<file path="config.mk">
export PLATFORM = sky130hd
export DESIGN_NAME = z16_mem_arbiter
export DESIGN_NICKNAME = d
export VERILOG_FILES = /design/src/rtl/z16_arb_pkg.sv /design/src/rtl/z16_arb_perf_ctr.sv /design/src/rtl/z16_mem_arbiter.sv
export SDC_FILE = /design/constraint.sdc
export NUM_CORES = 1
export LEC_CHECK = 0
export ABC_CLOCK_PERIOD_IN_PS = 2020
export CAP_MARGIN = 10
export CORE_UTILIZATION = 39
export CTS_CLUSTER_SIZE = 40
export DETAILED_ROUTE_END_ITERATION = 6
export PLACE_DENSITY = 0.87
export SYNTH_ARGS = -nofsm -noshare
export SYNTH_HDL_FRONTEND = slang
export SYNTH_SLANG_ARGS = --single-unit
</file>
<file path="constraint.sdc">
create_clock -name i_clk -period 2.02 [get_ports i_clk]
set_clock_uncertainty 0.2 [all_clocks]
set_input_delay 0.404 -clock i_clk [delete_from_list [all_inputs] [get_ports i_clk]]
set_output_delay 0.404 -clock i_clk [all_outputs]
set_load 0.01 [all_outputs]
</file>
<file path="src/rtl/z16_arb_pkg.sv">
// z16_arb_pkg: shared types and constants for the Z16 IF/DM memory arbiter.
package z16_arb_pkg;

    typedef enum logic [1:0] {
        ST_IDLE   = 2'd0,
        ST_ACCESS = 2'd1,
        ST_WAIT   = 2'd2
    } state_t;

    typedef enum logic {
        OWN_IF = 1'b0,
        OWN_DM = 1'b1
    } owner_t;

    localparam int PERF_CW = 32;

endpackage

</file>
<file path="src/rtl/z16_arb_perf_ctr.sv">
// z16_arb_perf_ctr: grant and stall event counters for the Z16 memory arbiter.
// Only present when Z16_ARB_PERF_EN is defined.
`ifdef Z16_ARB_PERF_EN
module z16_arb_perf_ctr
    import z16_arb_pkg::*;
(
    input  logic               clk,
    input  logic               rst_n,
    input  logic               if_gnt,
    input  logic               dm_gnt,
    input  logic               stall,
    output logic [PERF_CW-1:0] if_cnt,
    output logic [PERF_CW-1:0] dm_cnt,
    output logic [PERF_CW-1:0] stall_cnt
);

    // Free-running event counters; natural wrap at 2^PERF_CW.
    always_ff @(posedge clk or negedge rst_n) begin
        if (!rst_n) begin
            if_cnt    <= '0;
            dm_cnt    <= '0;
            stall_cnt <= '0;
        end else begin
            if (if_gnt) begin
                if_cnt <= if_cnt + PERF_CW'(1);
            end
            if (dm_gnt) begin
                dm_cnt <= dm_cnt + PERF_CW'(1);
            end
            if (stall) begin
                stall_cnt <= stall_cnt + PERF_CW'(1);
            end
        end
    end

endmodule
`endif

</file>
<file path="src/rtl/z16_mem_arbiter.sv">
// z16_mem_arbiter: shares one single-port synchronous SRAM between the Z16
// instruction-fetch and data-memory ports. DM has priority; a saturating
// starve counter forces IF to win after MAX_WAIT consecutive losses.
// Optional performance counters are built when Z16_ARB_PERF_EN is defined.
module z16_mem_arbiter
    import z16_arb_pkg::*;
#(
    parameter int AW       = 16,
    parameter int DW       = 16,
    parameter int RD_LAT   = 1,
    parameter int MAX_WAIT = 4
) (
    input  logic               i_clk,
    input  logic               i_rst_n,
    input  logic               i_if_req,
    input  logic [AW-1:0]      i_if_addr,
    output logic               o_if_gnt,
    output logic               o_if_rvalid,
    output logic [DW-1:0]      o_if_rdata,
    input  logic               i_dm_req,
    input  logic               i_dm_we,
    input  logic [AW-1:0]      i_dm_addr,
    input  logic [DW-1:0]      i_dm_wdata,
    output logic               o_dm_gnt,
    output logic               o_dm_rvalid,
    output logic [DW-1:0]      o_dm_rdata,
    output logic               o_mem_en,
    output logic               o_mem_we,
    output logic [AW-1:0]      o_mem_addr,
    output logic [DW-1:0]      o_mem_wdata,
`ifdef Z16_ARB_PERF_EN
    output logic [PERF_CW-1:0] o_perf_if_cnt,
    output logic [PERF_CW-1:0] o_perf_dm_cnt,
    output logic [PERF_CW-1:0] o_perf_stall_cnt,
`endif
    input  logic [DW-1:0]      i_mem_rdata
);

    localparam int SCW = $clog2(MAX_WAIT + 1);
    localparam int LCW = (RD_LAT > 1) ? $clog2(RD_LAT) : 1;

    state_t         state_r,     state_s;
    owner_t         owner_r,     owner_s;
    logic [SCW-1:0] starve_r,    starve_s;
    logic [LCW-1:0] lat_r,       lat_s;
    logic           mem_en_r,    mem_en_s;
    logic           mem_we_r,    mem_we_s;
    logic [AW-1:0]  mem_addr_r,  mem_addr_s;
    logic [DW-1:0]  mem_wdata_r, mem_wdata_s;
    logic           if_gnt_r,    if_gnt_s;
    logic           dm_gnt_r,    dm_gnt_s;
    logic           if_rvalid_r, if_rvalid_s;
    logic           dm_rvalid_r, dm_rvalid_s;
    logic [DW-1:0]  if_rdata_r;
    logic [DW-1:0]  dm_rdata_r;
    logic           dm_wins_s;
    logic           rv_next_s;

    // Next-state, winner selection and next registered outputs.
    always_comb begin
        state_s     = state_r;
        owner_s     = owner_r;
        starve_s    = starve_r;
        lat_s       = lat_r;
        mem_en_s    = 1'b0;
        mem_we_s    = 1'b0;
        mem_addr_s  = '0;
        mem_wdata_s = '0;
        if_gnt_s    = 1'b0;
        dm_gnt_s    = 1'b0;
        rv_next_s   = 1'b0;
        dm_wins_s   = i_dm_req && ((starve_r < SCW'(MAX_WAIT)) || !i_if_req);

        case (state_r)
            ST_IDLE: begin
                if (dm_wins_s) begin
                    state_s     = ST_ACCESS;
                    owner_s     = OWN_DM;
                    dm_gnt_s    = 1'b1;
                    mem_en_s    = 1'b1;
                    mem_we_s    = i_dm_we;
                    mem_addr_s  = i_dm_addr;
                    mem_wdata_s = i_dm_we ? i_dm_wdata : '0;
                    if (i_if_req && (starve_r < SCW'(MAX_WAIT))) begin
                        starve_s = starve_r + SCW'(1);
                    end else if (i_if_req) begin
                        starve_s = starve_r;
                    end else begin
                        starve_s = '0;
                    end
                end else if (i_if_req) begin
                    state_s    = ST_ACCESS;
                    owner_s    = OWN_IF;
                    if_gnt_s   = 1'b1;
                    mem_en_s   = 1'b1;
                    mem_addr_s = i_if_addr;
                    starve_s   = '0;
                end else begin
                    starve_s = '0;
                end
            end
            ST_ACCESS: begin
                if (mem_we_r) begin
                    state_s = ST_IDLE;
                end else begin
                    state_s   = ST_WAIT;
                    lat_s     = LCW'(RD_LAT - 1);
                    rv_next_s = (RD_LAT == 1);
                end
            end
            ST_WAIT: begin
                if (lat_r == '0) begin
                    state_s = ST_IDLE;
                end else begin
                    lat_s     = lat_r - LCW'(1);
                    rv_next_s = (lat_r == LCW'(1));
                end
            end
            default: begin
                state_s = ST_IDLE;
            end
        endcase

        if_rvalid_s = rv_next_s && (owner_r == OWN_IF);
        dm_rvalid_s = rv_next_s && (owner_r == OWN_DM);
    end

    // State, winner and output registers; read data captured on rvalid.
    always_ff @(posedge i_clk or negedge i_rst_n) begin
        if (!i_rst_n) begin
            state_r     <= ST_IDLE;
            owner_r     <= OWN_IF;
            starve_r    <= '0;
            lat_r       <= '0;
            mem_en_r    <= 1'b0;
            mem_we_r    <= 1'b0;
            mem_addr_r  <= '0;
            mem_wdata_r <= '0;
            if_gnt_r    <= 1'b0;
            dm_gnt_r    <= 1'b0;
            if_rvalid_r <= 1'b0;
            dm_rvalid_r <= 1'b0;
            if_rdata_r  <= '0;
            dm_rdata_r  <= '0;
        end else begin
            state_r     <= state_s;
            owner_r     <= owner_s;
            starve_r    <= starve_s;
            lat_r       <= lat_s;
            mem_en_r    <= mem_en_s;
            mem_we_r    <= mem_we_s;
            mem_addr_r  <= mem_addr_s;
            mem_wdata_r <= mem_wdata_s;
            if_gnt_r    <= if_gnt_s;
            dm_gnt_r    <= dm_gnt_s;
            if_rvalid_r <= if_rvalid_s;
            dm_rvalid_r <= dm_rvalid_s;
            if (if_rvalid_r) begin
                if_rdata_r <= i_mem_rdata;
            end
            if (dm_rvalid_r) begin
                dm_rdata_r <= i_mem_rdata;
            end
        end
    end

    assign o_mem_en    = mem_en_r;
    assign o_mem_we    = mem_we_r;
    assign o_mem_addr  = mem_addr_r;
    assign o_mem_wdata = mem_wdata_r;
    assign o_if_gnt    = if_gnt_r;
    assign o_dm_gnt    = dm_gnt_r;
    assign o_if_rvalid = if_rvalid_r;
    assign o_dm_rvalid = dm_rvalid_r;
    // Memory data is forwarded in the rvalid cycle and held afterwards.
    assign o_if_rdata  = if_rvalid_r ? i_mem_rdata : if_rdata_r;
    assign o_dm_rdata  = dm_rvalid_r ? i_mem_rdata : dm_rdata_r;

`ifdef Z16_ARB_PERF_EN
    logic stall_s;

    // A cycle stalls when some requester is asserting without its grant.
    always_comb begin
        stall_s = (i_if_req && !if_gnt_r) || (i_dm_req && !dm_gnt_r);
    end

    z16_arb_perf_ctr u_perf (
        .clk       (i_clk),
        .rst_n     (i_rst_n),
        .if_gnt    (if_gnt_r),
        .dm_gnt    (dm_gnt_r),
        .stall     (stall_s),
        .if_cnt    (o_perf_if_cnt),
        .dm_cnt    (o_perf_dm_cnt),
        .stall_cnt (o_perf_stall_cnt)
    );
`endif

endmodule

</file>
==> summary.md <==
| Metric | Value |
|---|---|
| Clock Path Buffers | `2` |
| Setup CP Type | `reg2out` |
| Hold depth | `1` |
| Ys async rst share | `1.00` |
| Final setup TNS | `-1.29 ns` |
| Mux cell area share after synthesis | `0.132` |
| Share of the synthesized area in the top cell type | `0.695` |
| Status | `complete, but fails checks` |
| Setup ws final | `-0.0731 ns` |
| RSZ-0062 raised after global routing | `yes` |
| Floorplan row count | `30` |
| CTS tree | `built` |
| Antenna diodes | `0` |
| Critical path's top delay family | `flip-flops` |
| Worst EP arrival | `1.49 ns` |
| Post-Synth Adder-Cell Area | `0.00457` |
| CTS sink cnt | `76` |
| Flop-to-flop setup slack | `0.30 ns` |
| I/O pin count | `139` |
| Critical path's largest stage delay | `about 0.45 ns` |
| Max-cap violations | `0` |
| Hold Crit Class | `reg2reg` |
| Fin. max-slew vios | `0` |
| Critical path capture point type | `primary output` |
| Placed instance count | `402` |
| Pin count of the biggest net entering global routing | `37` |
| Vias in the first global route | `roughly 2100` |
| Synthesis-to-layout area growth | `75.7%` |
| Worst-path cell chain | `buf_12, buf_12, mux2_4, buf_6` |
| Worst skew pair latency | `0.34 ns` |
| Final std cells w/o fill | `439` |
| Startpoint Class | `flop` |
| Library cells used by synthesis | `21` |
| First-pass GRT wire length | `~11000 um` |
| Syn Inst Count | `roughly 170` |
| Global-route usage over all layers | `0.200` |
| Final core utilization | `0.707` |
| Slew @ Worst Pin | `0.610 ns` |
| Critical Path RT | `between 1 and 1.5 ns` |
| Area after DPL | `0.00423 mm2` |
| Syn_nets | `244` |
| Path depth of the worst reg2reg path | `3` |
| Slowest-stage cell, CP | `dfrtp_2` |
| Placer Congestion | `0.710` |
| Yosys reg bits | `76` |
| Layout cells sized above 1 | `0.321` |
| Endpoints failing setup | `25` |
| Synthesized area | `approximately 0.0027 mm2` |
| Synth area leader | `dfrtp_1` |
| Top Usage Layer GRT | `met2` |
| YS warnings | `0` |
| Most frequent cell after synthesis | `dfrtp_1` |
| Worst path most repeated cell | `buf_12` |
| Grt met3 use | `0.0751` |
| Max-slew headroom | `0.593` |
| Hold EP | `state_r[1]` |
| Reg-to-reg startpoint | `state_r[1]` |
| Max Fanout on Critical Path | `5` |
| Dpl hpwl | `4590 um` |
| DR vias/cell | `4.61` |
| DIE WIDTH | `85.7 um` |
| Routed WL | `6920 um` |
| Largest family of logic cells by synthesized area | `multiplexers` |
| CTS Buf Count | `9` |
| Met1 Track Usage GR | `0.230` |
| Synth Area in XOR/XNOR | `0` |
| Vias | `2023` |
| Top post-synthesis cells by area | `dfrtp_1, mux2_2, a22o_1` |
| Layout net count | `408` |
| Min cycle time layout | `roughly 2.1 ns` |
| Final worst-path cycle share | `1.04` |
| Die area | `0.00735 mm2` |
| Top FF cell, synth | `dfrtp_1` |
| FF-to-FF End | `o_mem_addr[0]` |
| DRT iter0 DRCs | `38` |
| Initial antenna violation count | `0` |
| Power Density | `1430 mW/mm2` |
| Clk root buf | `clkbuf_8` |
| Final hold viol count | `0` |
| Synth top cells by count | `dfrtp_1, mux2_2, and3_1` |
| Finished Cell Area | `0.00480 mm2` |
| Pre-CTS worst setup slack | `-0.198 ns` |
| DIE HEIGHT | `85.7 um` |
| DRC violations left | `0` |
| Wire per inst | `approximately 16 um` |
| Buffers on Ports | `138` |
| IR Drop Worst-Case VDD | `0.000572 V` |
| Antenna Nets Post-Route | `0` |
| Syn Area/Cell | `15.7 um2` |
| CP bufs+invs | `3` |
| Static Leak | `0.00222 uW` |
| Register area share after synthesis | `0.695` |
| Post-synthesis compound-gate area fraction | `0.0723` |
| Fmax | `0.478 GHz` |
| Core Footprint | `0.00679 mm2` |
| Grt ovf | `0` |
| Failing checks | `negative setup slack` |
| HP Start | `o_mem_we` |
| H-tree depth | `3` |
| Initial Utilization | `0.403` |
| Number of flops mapped to enable cells by yosys | `0` |
| Simple-Gate Fraction of Synth Area | `0.0636` |
| Pre-Repair DR Iteration Count | `4` |
| M2 GR Usage | `0.341` |
| Clock transition at path regs | `0.08 ns` |
## metal layers
layer / vias to the layer above / wire length, um
met5: - / 0
met4: 0 / 96
met3: 9 / 539
met2: 96 / 3530
met1: 974 / 2750
li1: 944 / -
## worst reg2reg max path: stages (launching register included)
cell and delay, ns:
dfrtp_1 0.45, nor2_4 0.18, and3_1 0.57, a22o_1 0.26
## stage by stage
stage	total power, uW	hold WS, ns
6_report	6860	0.262
5_1_grt	7230	0.289
4_1_cts	6850	0.261
3_5_place_dp	4940	0.198
3_3_place_gp	4840	0.190
2_1_floorplan	3470	-0.0916
## repair_timing
action,in CTS,in global routing
setup endpoints to repair,34,32
setup buffers,17,3
cloned,2,0
gates resized for setup,177,16
hold buffers,1,0
hold endpoints to repair,34,0
## registers in the layout, indices dropped and copies added (netlist names)
register     count
dm_rdata_r      16
if_rdata_r      16
o_mem_addr      16
o_mem_wdata     16
starve_r         3
state_r          2
o_dm_gnt         1
o_dm_rvalid      1
o_if_gnt         1
o_if_rvalid      1
o_mem_en         1
o_mem_we         1
owner_r          1
## cell usage in the layout (no fill, tap or decap), types with 2 or more instances in the layout
cell type / synthesis / layout
o31ai_1: 2 / 2
buf_6: 4 / 40
inv_1: 2 / 2
and2_1: 3 / 3
buf_12: 0 / 7
clkbuf_8: 0 / 9
mux2_2: 32 / 15
clkinvlp_4: 0 / 2
nand2_1: 2 / 2
dfrtp_1: 76 / 74
mux2_4: 0 / 17
a22o_1: 16 / 16
bufinv_16: 0 / 2
o21a_1: 2 / 2
and3_1: 17 / 17
dfrtp_2: 0 / 2
o21ai_0: 4 / 4
clkdlybuf4s50_1: 0 / 103
buf_4: 1 / 11
## cells by family (layout without fill, tap and decap cells)
logic type | Yosys count | in the layout
multiplexers | 32 | 32
AO/OA/AOI/OAI | 25 | 25
buffers and inverters | 13 | 182
adder cells (fa/ha/maj) | 1 | 1
AND/OR/NAND/NOR | 27 | 27
flip-flops | 76 | 76
## how the worst max path moves through the flow
stage                          end  depth (start not counted)            start  slack [ns]
finish               o_dm_rdata[8]                          4      o_dm_rvalid       -0.07
detailed placement  o_dm_rdata[11]                          3  i_mem_rdata[11]       -0.20
global route         o_dm_rdata[9]                          4      o_dm_rvalid       -0.13
CTS                  o_dm_rdata[8]                          4      o_dm_rvalid       -0.11
global placement    o_dm_rdata[12]                          3  i_mem_rdata[12]       -0.18
floorplan           o_dm_rdata[10]                          3      o_dm_rvalid        0.26
## power by group
part / total (uW) / switching (uW) / internal [uW]
sequential: 2240 / 195 / 2040
clock: 1250 / 552 / 696
combinational: 3370 / 1250 / 2120
## cell type report
cell class	count	area, um2
Clock buffer	10	128
Clock inverter	6	88.8
Fill cell	467	1990
Inverter	2	7.51
Multi-Input combinational cell	85	808
Sequential cell	76	1900
Tap cell	96	120
Timing Repair Buffer	164	1750
Power figures use the tool's default switching activity.
